## config.mk

```make
export PLATFORM = sky130hd
export DESIGN_NAME = scan_frame_capture
export DESIGN_NICKNAME = d
export VERILOG_FILES = /design/src/rtl/scan_frame_capture.sv
export SDC_FILE = /design/constraint.sdc
export NUM_CORES = 1
export LEC_CHECK = 0
export CAP_MARGIN = 20
export CORE_UTILIZATION = 25
export CTS_BUF_LIST = sky130_fd_sc_hd__clkbuf_4 sky130_fd_sc_hd__clkbuf_8
export CTS_CLUSTER_SIZE = 16
export DETAILED_ROUTE_END_ITERATION = 10
export GPL_ROUTABILITY_DRIVEN = 0
export SETUP_SLACK_MARGIN = 0.15
export SLEW_MARGIN = 40
export SYNTH_ARGS = -nofsm -noshare
export SYNTH_HDL_FRONTEND = slang
export SYNTH_SLANG_ARGS = --single-unit
```

## constraint.sdc

```tcl
create_clock -name clk -period 4.9 [get_ports clk]
set_input_delay 1.47 -clock clk [delete_from_list [all_inputs] [get_ports clk]]
set_output_delay 1.47 -clock clk [all_outputs]
set_load 0.02 [all_outputs]
```

## src/rtl/scan_frame_capture.sv

```systemverilog
// Scans an 8-way active-low nibble source: steps the select, waits DWELL cycles per slot,
// samples and re-inverts the bus, and publishes the assembled 32-bit frame with a valid pulse.
module scan_frame_capture #(
   parameter int DWELL = 4,
   parameter int DW    = 4
) (
   input  logic            clk,
   input  logic            rst_n,
   input  logic            start,
   input  logic            continuous,
   output logic [2:0]      sel,
   output logic            n_en,
   input  logic [DW-1:0]   din_n,
   output logic [8*DW-1:0] frame,
   output logic            frame_valid,
   output logic            busy
);

   localparam int CW = (DWELL > 1) ? $clog2(DWELL) : 1;
   localparam logic [CW-1:0] CNT_LAST = CW'(DWELL - 1);

   typedef enum logic {IDLE, SCAN} state_t;

   state_t            state, state_next;
   logic [CW-1:0]     cnt, cnt_next;
   logic [DW-1:0]     slot_buf [0:6];
   logic [DW-1:0]     buf_next [0:6];
   logic [2:0]        sel_next;
   logic              n_en_next;
   logic              busy_next;
   logic [8*DW-1:0]   frame_next;
   logic              frame_valid_next;
   logic [DW-1:0]     nibble;

   assign nibble = ~din_n;

   always_ff @(posedge clk or negedge rst_n) begin
      if (!rst_n) begin
         state       <= IDLE;
         cnt         <= '0;
         sel         <= '0;
         n_en        <= 1'b1;
         busy        <= 1'b0;
         frame       <= '0;
         frame_valid <= 1'b0;
         for (int k = 0; k < 7; k++) slot_buf[k] <= '0;
      end else begin
         state       <= state_next;
         cnt         <= cnt_next;
         sel         <= sel_next;
         n_en        <= n_en_next;
         busy        <= busy_next;
         frame       <= frame_next;
         frame_valid <= frame_valid_next;
         for (int k = 0; k < 7; k++) slot_buf[k] <= buf_next[k];
      end
   end

   // Slot 7 is never buffered: it goes straight into the frame so the update is atomic.
   always_comb begin
      state_next       = state;
      cnt_next         = cnt;
      sel_next         = sel;
      n_en_next        = n_en;
      busy_next        = busy;
      frame_next       = frame;
      frame_valid_next = 1'b0;
      for (int k = 0; k < 7; k++) buf_next[k] = slot_buf[k];

      case (state)
         IDLE: begin
            sel_next  = '0;
            cnt_next  = '0;
            n_en_next = 1'b1;
            busy_next = 1'b0;
            if (start) begin
               state_next = SCAN;
               n_en_next  = 1'b0;
               busy_next  = 1'b1;
            end
         end
         SCAN: begin
            if (cnt != CNT_LAST) begin
               cnt_next = cnt + CW'(1);
            end else begin
               cnt_next = '0;
               for (int k = 0; k < 7; k++) begin
                  if (sel == 3'(k)) buf_next[k] = nibble;
               end
               if (sel == 3'd7) begin
                  for (int k = 0; k < 7; k++) frame_next[k*DW +: DW] = slot_buf[k];
                  frame_next[7*DW +: DW] = nibble;
                  frame_valid_next       = 1'b1;
                  sel_next               = '0;
                  if (!continuous) begin
                     state_next = IDLE;
                     n_en_next  = 1'b1;
                     busy_next  = 1'b0;
                  end
               end else begin
                  sel_next = sel + 3'd1;
               end
            end
         end
         default: state_next = IDLE;
      endcase
   end

endmodule

```

==> metrics <==
first-pass GRT wire length 8890 um; Adder-Cell Fraction of Synth Area 0.0298; Sw Pwr 0.575 mW; Max-Slew Margin vs Limit 0.582; Fin. Hold Viols 0; sw frac 0.319; Clock power frac 0.234; fin nets 267; clk buf depth 2; CP Class reg2out; Synth warnings 0; Lkg Pwr 1.89 nW; final slew viol count 0; Filler Cells Inserted 1164; Initial Utilization 0.257; vias per cell 4.12; share of the synthesized area in the top cell type 0.580; achievable frequency 335 MHz; final period utilization 0.610; CTS sink count 69; Critical Path RT 3430 ps; CP Max Fanout 10; row cnt 39; Chip Width 110 um; crit end category primary output; Synth Area per Inst 14.4 um^2; core box area 11400 um^2; Setup TNS Final 0 ps; Compound-Gate Fraction of Synth Area 0.0128; CTS tree built; clk_lat worst skew 350 ps; Buffers & Inverters on Critical Path 1; reg2reg path depth 4; pre-CTS WS 2280 ps; Synth Register Bits 69; hold_ws 440 ps; P&R area growth vs syn 24.9%; WL/cell 13.8 um; Comb power frac 0.294; ANT nets after route 0; Syn Inst Count 204; sequential cell fraction of total power 0.472; Synth Area in Simple Gates 0.0413; Setup violations, final 0; Worst Tran Pin Value 627 ps; largest cells by area after synthesis dfrtp_1, mux2_4, mux2i_1; hold path cells 1; synth unique cells 28; clk root buf clkbuf_8; Worst path max stage delay 660 ps; CP max stage cell clkdlybuf4s50_1; status finished clean; WL final 5510 um; CTS clk-pin slew, worst paths 70 ps; unrepaired setup endpoints after global routing no; Ports 46; CTS Buf Count 9; Worst path depth 1; Die H 110 um; vias in the first global route 1655; CP Launch Type register; initial antenna violation count 0; largest family of logic cells by synthesized area multiplexers; largest net degree at the start of global routing 47; hold buffers post-CTS 0; port bufs 45; post-route worst setup slack 1910 ps; crit-path leading delay family buffers and inverters; DRT iter0 DRCs 52; Synth Area in XOR/XNOR 0.00298; P per Cell Area 492 nW/um^2; max_cap viols 0; Worst VDD drop 200 uV; Vias 1648; post-synthesis mux area share 0.249; register area 1730 um^2; Diodes inserted 0; cell accounting for the most synthesized area dfrtp_1; arrival time at the worst endpoint 1520 ps; post-synthesis cell area 2940 um^2; crit-path cells clkdlybuf4s50_1; CTS resizes 0; final worst clock skew 11.0 ps; drt pass-1 iters 4; Seq/Total Area, Yosys 0.589; grt ovf 0; hpwl dp 3790 um; Die ar. 12200 um^2; Final min period 2990 ps; GRT Overall Usage 0.102; CTS H-tree depth 3; # DRC 0; fraction of layout cells with a size suffix above 1 0.206; Pint 1.23 mW; post-CTS setup buffers 0; Multi-input gate area 985 um^2; net count after synthesis 219; HP Class reg2reg
-- cells in the mapped netlist (all sizes together) --
| library cell | instances |
|---|---|
| o21ai | 2 |
| mux2i | 32 |
| nand2b | 1 |
| nor2 | 3 |
| a211oi | 1 |
| nand3 | 2 |
| and3b | 1 |
| a31oi | 1 |
| mux2 | 28 |
| ha | 7 |
| nand4 | 3 |
| dfstp | 1 |
| nand2 | 1 |
| inv | 36 |
| a21oi | 1 |
| o31a | 1 |
| nand4b | 3 |
| and2 | 1 |
| xnor2 | 1 |
| dfrtp | 68 |
| nor3 | 1 |
| buf | 9 |
-- area by class of cell --
type	count	area share
timing repair buffer	46	0.124
sequential	69	0.471
clock inverter	4	0.00614
tap	143	0.0488
multi-input combinational	90	0.269
clock buffer	12	0.0433
inverter	36	0.0375
-- logic make-up (layout without fill, tap and decap cells) --
| family | count (synthesis) | count (layout) |
|---|---|---|
| xor+xnor | 1 | 1 |
| compound gates | 6 | 6 |
| flops | 69 | 69 |
| simple gates | 16 | 16 |
| buf+inv | 45 | 98 |
| mux | 60 | 60 |
| fa+ha+maj | 7 | 7 |
-- power groups by stage --
stage	logic (mW)	clock network, mW	registers, mW
after floorplan	0.286	0	0.907
after global placement	0.525	0	0.859
after detailed placement	0.537	0	0.865
after CTS	0.541	0.434	0.855
after global routing	0.592	0.459	0.875
final	0.531	0.421	0.852
-- flip-flops by register name, indices dropped and copies added (netlist names) --
register	count
cnt	2
sel	3
frame	32
busy	1
frame_valid	1
slot_buf	28
state	1
n_en	1
-- path summary, 6_finish.rpt --
kind,startpoint,to,slack [ps]
max,sel[2],sel[2],1910
min in group asynchronous,rst_n,slot_buf[12],1120
max reg2reg,cnt[0],frame[1],2510
min,cnt[0],cnt[0],440
min reg2reg,cnt[0],cnt[0],440
max in group asynchronous,rst_n,n_en,3000
-- through the flow --
step / util / power [mW] / std cells / cell area (um^2)
after CTS: 0.321 / 1.83 / 400 / 3670
after global placement: 0.305 / 1.38 / 384 / 3480
final: 0.321 / 1.80 / 400 / 3670
after floorplan: - / 1.19 / 204 / 2940
after detailed placement: 0.305 / 1.40 / 384 / 3480
after global routing: 0.321 / 1.93 / 400 / 3670
-- cell usage in the layout, fill, tap and decap left out, types with 2 or more instances in the layout --
master           count
dfrtp_1             68
clkdlybuf4s50_1     44
inv_1               35
mux2i_1             32
mux2_4              25
clkbuf_8            11
ha_1                 7
nand4_1              3
nor2_1               3
nand4b_2             3
mux2_2               3
clkinv_2             3
o21ai_0              2
buf_4                2
-- routing by layer --
layer / track usage / up-vias / part of all wire
li1: - / 771 / -
met1: 0.134 / 834 / 0.49
met2: 0.149 / 34 / 0.44
met3: 0.0276 / 9 / 0.040
met4: 0.0648 / 0 / 0.025
met5: 0 / - / 0
Note: power is estimated with default switching activity, not from simulation.
